### src/rtl/wb_pkg.sv
// Shared definitions for the writeback stage: op sizes, FSM states and byte masks.
package wb_pkg;

  localparam logic [1:0] OPSZ_8  = 2'b00;
  localparam logic [1:0] OPSZ_16 = 2'b01;
  localparam logic [1:0] OPSZ_32 = 2'b10;
  localparam logic [1:0] OPSZ_64 = 2'b11;

  typedef enum logic [1:0] {
    ST_IDLE = 2'd0,
    ST_MEM0 = 2'd1,
    ST_MEM1 = 2'd2
  } wb_state_t;

  localparam logic [7:0] MASK_8  = 8'h01;
  localparam logic [7:0] MASK_16 = 8'h03;
  localparam logic [7:0] MASK_32 = 8'h0F;
  localparam logic [7:0] MASK_64 = 8'hFF;

  localparam logic [3:0] BE_LO   = 4'b0001;
  localparam logic [3:0] BE_HI   = 4'b0010;
  localparam logic [3:0] BE_HALF = 4'b0011;
  localparam logic [3:0] BE_WORD = 4'b1111;

  function automatic logic [7:0] size_mask(input logic [1:0] opsize);
    case (opsize)
      OPSZ_8:  size_mask = MASK_8;
      OPSZ_16: size_mask = MASK_16;
      OPSZ_32: size_mask = MASK_32;
      default: size_mask = MASK_64;
    endcase
  endfunction

endpackage

### src/rtl/wb_store_align.sv
// Splits a store into one or two word-aligned 32-bit beats with byte enables.
module wb_store_align
  import wb_pkg::*;
(
  input  logic [31:0] addr,
  input  logic [1:0]  opsize,
  input  logic [63:0] result,
  output logic [31:0] beat0_addr,
  output logic [31:0] beat0_data,
  output logic [3:0]  beat0_be,
  output logic [31:0] beat1_addr,
  output logic [31:0] beat1_data,
  output logic [3:0]  beat1_be,
  output logic        split
);

  logic [1:0]  k;
  logic [5:0]  shamt;
  logic [7:0]  lanes;
  logic [63:0] window;

  // 64b stores are assumed word aligned, so the byte offset is ignored for them
  assign k      = (opsize == OPSZ_64) ? 2'b00 : addr[1:0];
  assign shamt  = {1'b0, k, 3'b000};
  assign lanes  = size_mask(opsize) << k;
  assign window = result << shamt;

  assign beat0_addr = {addr[31:2], 2'b00};
  assign beat1_addr = {addr[31:2] + 30'd1, 2'b00};
  assign beat0_data = window[31:0];
  assign beat1_data = window[63:32];
  assign beat0_be   = lanes[3:0];
  assign beat1_be   = lanes[7:4];
  assign split      = |lanes[7:4];

endmodule

### src/rtl/writeback_top.sv
// Writeback stage: retires register results to GPR/MMX files and memory results as store beats.
//
// state   | meaning
// ST_IDLE | ready for a new op; register ops retire from here
// ST_MEM0 | first store beat on mem_req, waiting for mem_ack
// ST_MEM1 | second (high word) store beat, waiting for mem_ack
module writeback_top
  import wb_pkg::*;
(
  input  logic        clk,
  input  logic        reset,
  input  logic        wb_valid,
  output logic        wb_ready,
  input  logic [31:0] wb_dest_address,
  input  logic [31:0] wb_dest_reg,
  input  logic [63:0] wb_result,
  input  logic [1:0]  wb_opsize,
  input  logic        wb_mem_or_reg,
  input  logic        wb_branch_taken,
  input  logic        wb_to_sys_controller,
  input  logic [31:0] wb_pc,
  output logic        rf_we,
  output logic [2:0]  rf_idx,
  output logic [31:0] rf_data,
  output logic [3:0]  rf_be,
  output logic        mm_we,
  output logic [2:0]  mm_idx,
  output logic [63:0] mm_data,
  output logic        mem_req,
  output logic [31:0] mem_addr,
  output logic [31:0] mem_wdata,
  output logic [3:0]  mem_be,
  input  logic        mem_ack,
  output logic        retire_valid,
  output logic [31:0] retire_pc,
  output logic        sys_valid,
  output logic        sys_branch_taken
);

  wb_state_t   state;
  logic [2:0]  idx;
  logic        unused_dest_bits;
  logic [2:0]  gpr_idx;
  logic [3:0]  gpr_be;
  logic [31:0] gpr_data;

  logic [31:0] b0_addr, b0_data, b1_addr, b1_data;
  logic [3:0]  b0_be, b1_be;
  logic        split;

  logic [31:0] b1_addr_q, b1_data_q, pc_q;
  logic [3:0]  b1_be_q;
  logic        split_q, sys_q, br_q;

  assign idx              = wb_dest_reg[2:0];
  assign unused_dest_bits = ^wb_dest_reg[31:3];
  assign wb_ready         = (state == ST_IDLE);

  wb_store_align u_align (
    .addr       (wb_dest_address),
    .opsize     (wb_opsize),
    .result     (wb_result),
    .beat0_addr (b0_addr),
    .beat0_data (b0_data),
    .beat0_be   (b0_be),
    .beat1_addr (b1_addr),
    .beat1_data (b1_data),
    .beat1_be   (b1_be),
    .split      (split)
  );

  // Byte registers AH..BH (idx 4..7) live in byte 1 of registers 0..3
  always_comb begin
    gpr_idx  = idx;
    gpr_be   = BE_WORD;
    gpr_data = wb_result[31:0];
    case (wb_opsize)
      OPSZ_16: begin
        gpr_be   = BE_HALF;
        gpr_data = {16'h0000, wb_result[15:0]};
      end
      OPSZ_8: begin
        if (idx[2]) begin
          gpr_idx  = {1'b0, idx[1:0]};
          gpr_be   = BE_HI;
          gpr_data = {16'h0000, wb_result[7:0], 8'h00};
        end else begin
          gpr_be   = BE_LO;
          gpr_data = {24'h000000, wb_result[7:0]};
        end
      end
      default: ;
    endcase
  end

  always_ff @(posedge clk) begin
    if (reset) begin
      state            <= ST_IDLE;
      rf_we            <= 1'b0;
      rf_idx           <= 3'd0;
      rf_data          <= 32'd0;
      rf_be            <= 4'd0;
      mm_we            <= 1'b0;
      mm_idx           <= 3'd0;
      mm_data          <= 64'd0;
      mem_req          <= 1'b0;
      mem_addr         <= 32'd0;
      mem_wdata        <= 32'd0;
      mem_be           <= 4'd0;
      retire_valid     <= 1'b0;
      retire_pc        <= 32'd0;
      sys_valid        <= 1'b0;
      sys_branch_taken <= 1'b0;
      b1_addr_q        <= 32'd0;
      b1_data_q        <= 32'd0;
      b1_be_q          <= 4'd0;
      split_q          <= 1'b0;
      pc_q             <= 32'd0;
      sys_q            <= 1'b0;
      br_q             <= 1'b0;
    end else begin
      rf_we            <= 1'b0;
      mm_we            <= 1'b0;
      retire_valid     <= 1'b0;
      sys_valid        <= 1'b0;
      sys_branch_taken <= 1'b0;
      case (state)
        ST_IDLE: begin
          if (wb_valid) begin
            pc_q  <= wb_pc;
            sys_q <= wb_to_sys_controller;
            br_q  <= wb_branch_taken;
            if (wb_mem_or_reg) begin
              state     <= ST_MEM0;
              mem_req   <= 1'b1;
              mem_addr  <= b0_addr;
              mem_wdata <= b0_data;
              mem_be    <= b0_be;
              b1_addr_q <= b1_addr;
              b1_data_q <= b1_data;
              b1_be_q   <= b1_be;
              split_q   <= split;
            end else begin
              retire_valid     <= 1'b1;
              retire_pc        <= wb_pc;
              sys_valid        <= wb_to_sys_controller;
              sys_branch_taken <= wb_to_sys_controller & wb_branch_taken;
              if (wb_opsize == OPSZ_64) begin
                mm_we   <= 1'b1;
                mm_idx  <= idx;
                mm_data <= wb_result;
              end else begin
                rf_we   <= 1'b1;
                rf_idx  <= gpr_idx;
                rf_be   <= gpr_be;
                rf_data <= gpr_data;
              end
            end
          end
        end
        ST_MEM0, ST_MEM1: begin
          if (mem_ack) begin
            if (state == ST_MEM0 && split_q) begin
              state     <= ST_MEM1;
              mem_addr  <= b1_addr_q;
              mem_wdata <= b1_data_q;
              mem_be    <= b1_be_q;
            end else begin
              state            <= ST_IDLE;
              mem_req          <= 1'b0;
              mem_be           <= 4'd0;
              retire_valid     <= 1'b1;
              retire_pc        <= pc_q;
              sys_valid        <= sys_q;
              sys_branch_taken <= sys_q & br_q;
            end
          end
        end
        default: state <= ST_IDLE;
      endcase
    end
  end

endmodule

### config.mk
export PLATFORM = sky130hd
export DESIGN_NAME = writeback_top
export DESIGN_NICKNAME = d
export VERILOG_FILES = /design/src/rtl/wb_pkg.sv /design/src/rtl/wb_store_align.sv /design/src/rtl/writeback_top.sv
export SDC_FILE = /design/constraint.sdc
export NUM_CORES = 1
export LEC_CHECK = 0
export ABC_AREA = 1
export BUFFER_PORTS_ARGS = -buffer_cell sky130_fd_sc_hd__buf_2
export CAP_MARGIN = 20
export CORE_UTILIZATION = 53
export DETAILED_ROUTE_END_ITERATION = 6
export HOLD_SLACK_MARGIN = 0.06
export PLACE_DENSITY = 0.8
export SLEW_MARGIN = 20
export SYNTH_ARGS = -nofsm -noshare
export SYNTH_HDL_FRONTEND = slang
export SYNTH_SLANG_ARGS = --single-unit
export TNS_END_PERCENT = 30
### constraint.sdc
create_clock -name clk -period 2.6 [get_ports clk]
set_input_delay 0.52 -clock clk [delete_from_list [all_inputs] [get_ports clk]]
set_output_delay 0.52 -clock clk [all_outputs]
set_load 0.02 [all_outputs]
==> report_table.html <==
<table>
<tr><th>Metric</th><th>Value</th></tr>
<tr><th colspan="2">Run status</th></tr>
<tr><td>Result of the run</td><td>finished, violations left</td></tr>
<tr><td>Failing checks</td><td>DRC</td></tr>
<tr><th colspan="2">Run</th></tr>
<tr><td>Maximum capacitance violations</td><td>0</td></tr>
<tr><th colspan="2">Clocking</th></tr>
<tr><td># H-tree levels</td><td>2</td></tr>
<tr><td>Worst-case clock buffer depth</td><td>3</td></tr>
<tr><td>Clock transition at path regs</td><td>0.06 ns</td></tr>
<tr><td>Post-CTS sizing</td><td>0</td></tr>
<tr><td>Post-CTS setup repair buffer count</td><td>0</td></tr>
<tr><td>Clock latency reported for the late side of the worst-skew pair</td><td>roughly 0.52 ns</td></tr>
<tr><td>Sinks on the clock net</td><td>312</td></tr>
<tr><td>Hold bufs inserted after CTS</td><td>0</td></tr>
<tr><td>CTS tree</td><td>done</td></tr>
<tr><td>Clock Tree Root</td><td>sky130_fd_sc_hd__clkbuf_16</td></tr>
<tr><td>Number of CTS-inserted buffers</td><td>35</td></tr>
<tr><th colspan="2">Placement</th></tr>
<tr><td>Total instance count after detailed placement</td><td>2702</td></tr>
<tr><td>Port Buffers</td><td>350</td></tr>
<tr><td>Final HPWL DP</td><td>between 30000 and 40000 um</td></tr>
<tr><td>Final weighted congestion in routability-driven placement</td><td>0.939</td></tr>
<tr><th colspan="2">Routing</th></tr>
<tr><td>WL/cell</td><td>16.4 um</td></tr>
<tr><td>Drt pass-1 iters</td><td>7</td></tr>
<tr><td>Residual antenna-violating net count after detailed routing</td><td>0</td></tr>
<tr><td>Total number of vias</td><td>about 15000</td></tr>
<tr><td>Detailed router's first-iteration violation count</td><td>1387</td></tr>
<tr><td>DRC violations left</td><td>22</td></tr>
<tr><td>Routed wire length</td><td>45400 um</td></tr>
<tr><td>Via-to-Cell Ratio</td><td>between 5 and 6</td></tr>
<tr><th colspan="2">Finish</th></tr>
<tr><td>Most frequent cells in the layout</td><td>sky130_fd_sc_hd__nand2_1 (460), sky130_fd_sc_hd__nor2_1 (392), sky130_fd_sc_hd__buf_2 (350), sky130_fd_sc_hd__dfxtp_1 (312), sky130_fd_sc_hd__o21ai_0 (277)</td></tr>
<tr><td>Most common cell after layout, fill and taps aside</td><td>sky130_fd_sc_hd__nand2_1</td></tr>
<tr><td>Final instance count without filler cells</td><td>2767</td></tr>
<tr><td>Fraction of final layout cells sized beyond drive strength 1</td><td>about a fifth</td></tr>
<tr><td>Area grow syn2layout</td><td>21.8%</td></tr>
<tr><td>Nets</td><td>2577</td></tr>
<tr><th colspan="2">Floorplan</th></tr>
<tr><td>Die outline area</td><td>around 0.028 mm^2</td></tr>
<tr><td>Starting utilization of the core area</td><td>54.3%</td></tr>
<tr><td>Core Area</td><td>0.0263 mm^2</td></tr>
<tr><td>Chip width</td><td>166 um</td></tr>
<tr><td>Number of core rows</td><td>59</td></tr>
<tr><td>Vert. Die Dim</td><td>166 um</td></tr>
<tr><td>Boundary pin count</td><td>382</td></tr>
<tr><th colspan="2">Pwr</th></tr>
<tr><td>Sw Share</td><td>between 20% and 30%</td></tr>
<tr><td>Sequential share of power</td><td>a little over two fifths</td></tr>
<tr><td>Power Density</td><td>between 700 and 800 mW/mm^2</td></tr>
<tr><td>Part of the power in combinational logic</td><td>17.0%</td></tr>
<tr><td>Clock Power Share</td><td>40.6%</td></tr>
<tr><td>Internal power of the cells</td><td>~0.0089 W</td></tr>
<tr><td>Peak supply drop</td><td>0.000580 V</td></tr>
<tr><td>Net switching component of the power</td><td>around 0.0036 W</td></tr>
<tr><td>Cell leakage power</td><td>8.56 nW</td></tr>
<tr><th colspan="2">Global routing</th></tr>
<tr><td>Met1 Usage GRT</td><td>between 40% and 50%</td></tr>
<tr><td>Busiest layer in global routing</td><td>met2</td></tr>
<tr><td>Largest net degree at the start of global routing</td><td>95</td></tr>
<tr><td>GR Util All Layers</td><td>32.1%</td></tr>
<tr><td>Met3 track utilization from global routing</td><td>6.96%</td></tr>
<tr><td>Number of antenna violations at the first check in global routing</td><td>3</td></tr>
<tr><td>Total global routing overflow</td><td>0</td></tr>
<tr><td>Met2 track utilization from global routing</td><td>51.1%</td></tr>
<tr><td>Wire length of the first global-routing pass</td><td>71900 um</td></tr>
<tr><td>Via count of the first global-routing pass</td><td>13900</td></tr>
<tr><th colspan="2">Worst setup path</th></tr>
<tr><td>Count of buffering cells on the critical path with inverters included</td><td>3</td></tr>
<tr><td>CP max FO</td><td>22</td></tr>
<tr><td>Largest delay contributor family on the critical path</td><td>buffers and inverters</td></tr>
<tr><td>Data required time at the worst endpoint</td><td>2.97 ns</td></tr>
<tr><td>Path type of the worst setup path</td><td>reg2reg</td></tr>
<tr><td>Worst-path cell chain</td><td>inv_1 &gt; ha_4 &gt; inv_2 &gt; nand2_4 &gt; clkinv_2 &gt; nand2_2 &gt; nand2_1 &gt; o21ai_1 &gt; a21oi_1</td></tr>
<tr><td>Element type at the critical path start</td><td>flip-flop</td></tr>
<tr><td>Kind of end point of the critical path</td><td>flip-flop</td></tr>
<tr><td>Standard cell with the maximum stage delay on the critical path</td><td>sky130_fd_sc_hd__ha_4</td></tr>
<tr><td>Delay of the slowest cell on the worst path</td><td>0.43 ns</td></tr>
<tr><td>Crit path arrival time</td><td>2.63 ns</td></tr>
<tr><th colspan="2">Timing</th></tr>
<tr><td>Post-route clock period utilization</td><td>around 87%</td></tr>
<tr><td>Tightest slew margin relative to the limit</td><td>a little under three fifths</td></tr>
<tr><td>Final hold violations</td><td>0</td></tr>
<tr><td>Final worst path period need</td><td>2.26 ns</td></tr>
<tr><td>Count of endpoints failing setup in the final report</td><td>0</td></tr>
<tr><td>RSZ-0062 raised after global routing</td><td>no</td></tr>
<tr><td>Worst slack on hold paths</td><td>0.227 ns</td></tr>
<tr><td>Setup total negative slack</td><td>0 ns</td></tr>
<tr><td>Max Clock Skew</td><td>0.0172 ns</td></tr>
<tr><td>Total count of max-transition violations in the final report</td><td>0</td></tr>
<tr><td>Worst slew pin tran</td><td>0.668 ns</td></tr>
<tr><td>Max frequency</td><td>443 MHz</td></tr>
<tr><th colspan="2">Synthesis</th></tr>
<tr><td>Yosys warnings</td><td>0</td></tr>
<tr><td>Average footprint of a synthesized cell</td><td>6.74 um^2</td></tr>
<tr><td>Synth cell types</td><td>38</td></tr>
<tr><td>Synthesized instance count</td><td>2119</td></tr>
<tr><td>Cell area after synthesis</td><td>0.0143 mm^2</td></tr>
<tr><td>Count of state elements after synthesis</td><td>312</td></tr>
<tr><td>Sequential element share of the synthesized area</td><td>43.7%</td></tr>
<tr><th colspan="2">Min path</th></tr>
<tr><td>Kind of path behind the tightest hold check</td><td>in2reg</td></tr>
</table>
worst register-to-register path, stage by stage (launching register included):
cell	delay (ns)
sky130_fd_sc_hd__dfxtp_1	0.38
sky130_fd_sc_hd__inv_1	0.09
sky130_fd_sc_hd__ha_4	0.43
sky130_fd_sc_hd__inv_2	0.21
sky130_fd_sc_hd__nand2_4	0.20
sky130_fd_sc_hd__clkinv_2	0.30
sky130_fd_sc_hd__nand2_2	0.28
sky130_fd_sc_hd__nand2_1	0.08
sky130_fd_sc_hd__o21ai_1	0.09
sky130_fd_sc_hd__a21oi_1	0.07
kinds of logic after synthesis:
kind of cell	Yosys count	synth area share, %
XOR/XNOR	3	0.184
adder cells (fa/ha/maj)	4	0.350
AO/OA/AOI/OAI	550	20.6
buffers and inverters	306	9.18
flip-flops	312	43.7
AND/OR/NAND/NOR	943	25.9
other	1	0.0263
layer usage:
layer	vias up	part of all wire (%)	routed length (um)
li1	7362	-	-
met1	6930	41	18700
met2	683	45	20500
met3	117	8.8	3970
met4	0	4.7	2130
met5	-	0	0
cells in the mapped netlist:
cell type                  count  area (um^2)
sky130_fd_sc_hd__buf_2        42          210
sky130_fd_sc_hd__nor2_1      392         1470
sky130_fd_sc_hd__clkinv_2      1         5.00
sky130_fd_sc_hd__a211oi_1      1         7.51
sky130_fd_sc_hd__clkinv_1      2         7.51
sky130_fd_sc_hd__nand3b_1      1         7.51
sky130_fd_sc_hd__dfxtp_1     312         6250
sky130_fd_sc_hd__conb_1        1         3.75
sky130_fd_sc_hd__clkbuf_1     66          248
sky130_fd_sc_hd__xnor2_1       1         8.76
sky130_fd_sc_hd__inv_1       154          578
sky130_fd_sc_hd__o21ai_0     277         1390
sky130_fd_sc_hd__nand2_1     461         1730
sky130_fd_sc_hd__nand2_4       1         11.3
sky130_fd_sc_hd__a31oi_1       2         12.5
sky130_fd_sc_hd__o211ai_1     18          135
sky130_fd_sc_hd__nand3_2       1         10.0
sky130_fd_sc_hd__a21oi_2       1         8.76
sky130_fd_sc_hd__inv_2        10         37.5
sky130_fd_sc_hd__xor2_1        2         17.5
sky130_fd_sc_hd__nand3_1      70          350
sky130_fd_sc_hd__nor2_4        2         22.5
sky130_fd_sc_hd__o21bai_1     14          105
sky130_fd_sc_hd__nand2_2       4         25.0
sky130_fd_sc_hd__ha_1          4         50.1
sky130_fd_sc_hd__a31o_1        1         8.76
sky130_fd_sc_hd__o21a_1       34          255
sky130_fd_sc_hd__o21ai_1      83          415
sky130_fd_sc_hd__nor2_2        4         25.0
sky130_fd_sc_hd__a221oi_1      2         17.5
sky130_fd_sc_hd__nor3_1        2         10.0
sky130_fd_sc_hd__or2_2         1         6.26
sky130_fd_sc_hd__buf_1         5         18.8
sky130_fd_sc_hd__nand4_1       3         18.8
sky130_fd_sc_hd__buf_6         3         33.8
sky130_fd_sc_hd__a21oi_1     117          586
sky130_fd_sc_hd__nor3_4        1         16.3
sky130_fd_sc_hd__buf_4        23          173
power by group through the flow:
stage                     clock network [W]  logic (W)  registers [W]
after floorplan                           0    0.00108        0.00564
after global placement                    0    0.00206        0.00538
after detailed placement                  0    0.00209        0.00539
after CTS                           0.00513    0.00211        0.00529
after global routing                0.00532    0.00234        0.00533
final                               0.00507    0.00212        0.00529
per-stage QoR:
step	total power, W	utilization, %	setup WS, ns	area, um^2
final	0.0125	66.2	0.340	17400
after CTS	0.0125	66.1	0.350	17400
after detailed placement	0.00748	61.6	0.344	16200
after floorplan	0.00673	-	0.789	14300
after global placement	0.00743	61.6	0.412	16200
after global routing	0.0130	66.2	0.172	17400
sequential cells by signal, summed over array words and instances (netlist names), 3 cells and up:
| register | flops |
|---|---|
| mem_be | 4 |
| mm_idx | 3 |
| b1_addr_q | 30 |
| retire_pc | 32 |
| mm_data | 64 |
| b1_data_q | 32 |
| pc_q | 32 |
| rf_idx | 3 |
| rf_be | 3 |
| b1_be_q | 4 |
| mem_addr | 30 |
| rf_data | 32 |
| mem_wdata | 32 |
final cells by class:
type                       count  area [um^2]
fill                        2345         8890
antenna                        3         7.51
clock buffer                  48          996
clock inverter                14          188
inverter                     167          634
tap                          335          419
timing repair buffer         386         2130
multi-input combinational   1502         6760
sequential                   312         6250
worst paths after layout:
path | startpoint | end | cells past startpoint | slack (ns)
setup reg to reg | state[0] | mem_be[0] | 9 | 0.34
setup / recovery | state[0] | mem_be[0] | 9 | 0.34
hold reg to reg | rf_data[27] | rf_data[27] | 2 | 0.46
hold / removal | wb_dest_address[2] | b1_addr_q[2] | 2 | 0.23
Note: power is estimated with default switching activity, not from simulation.
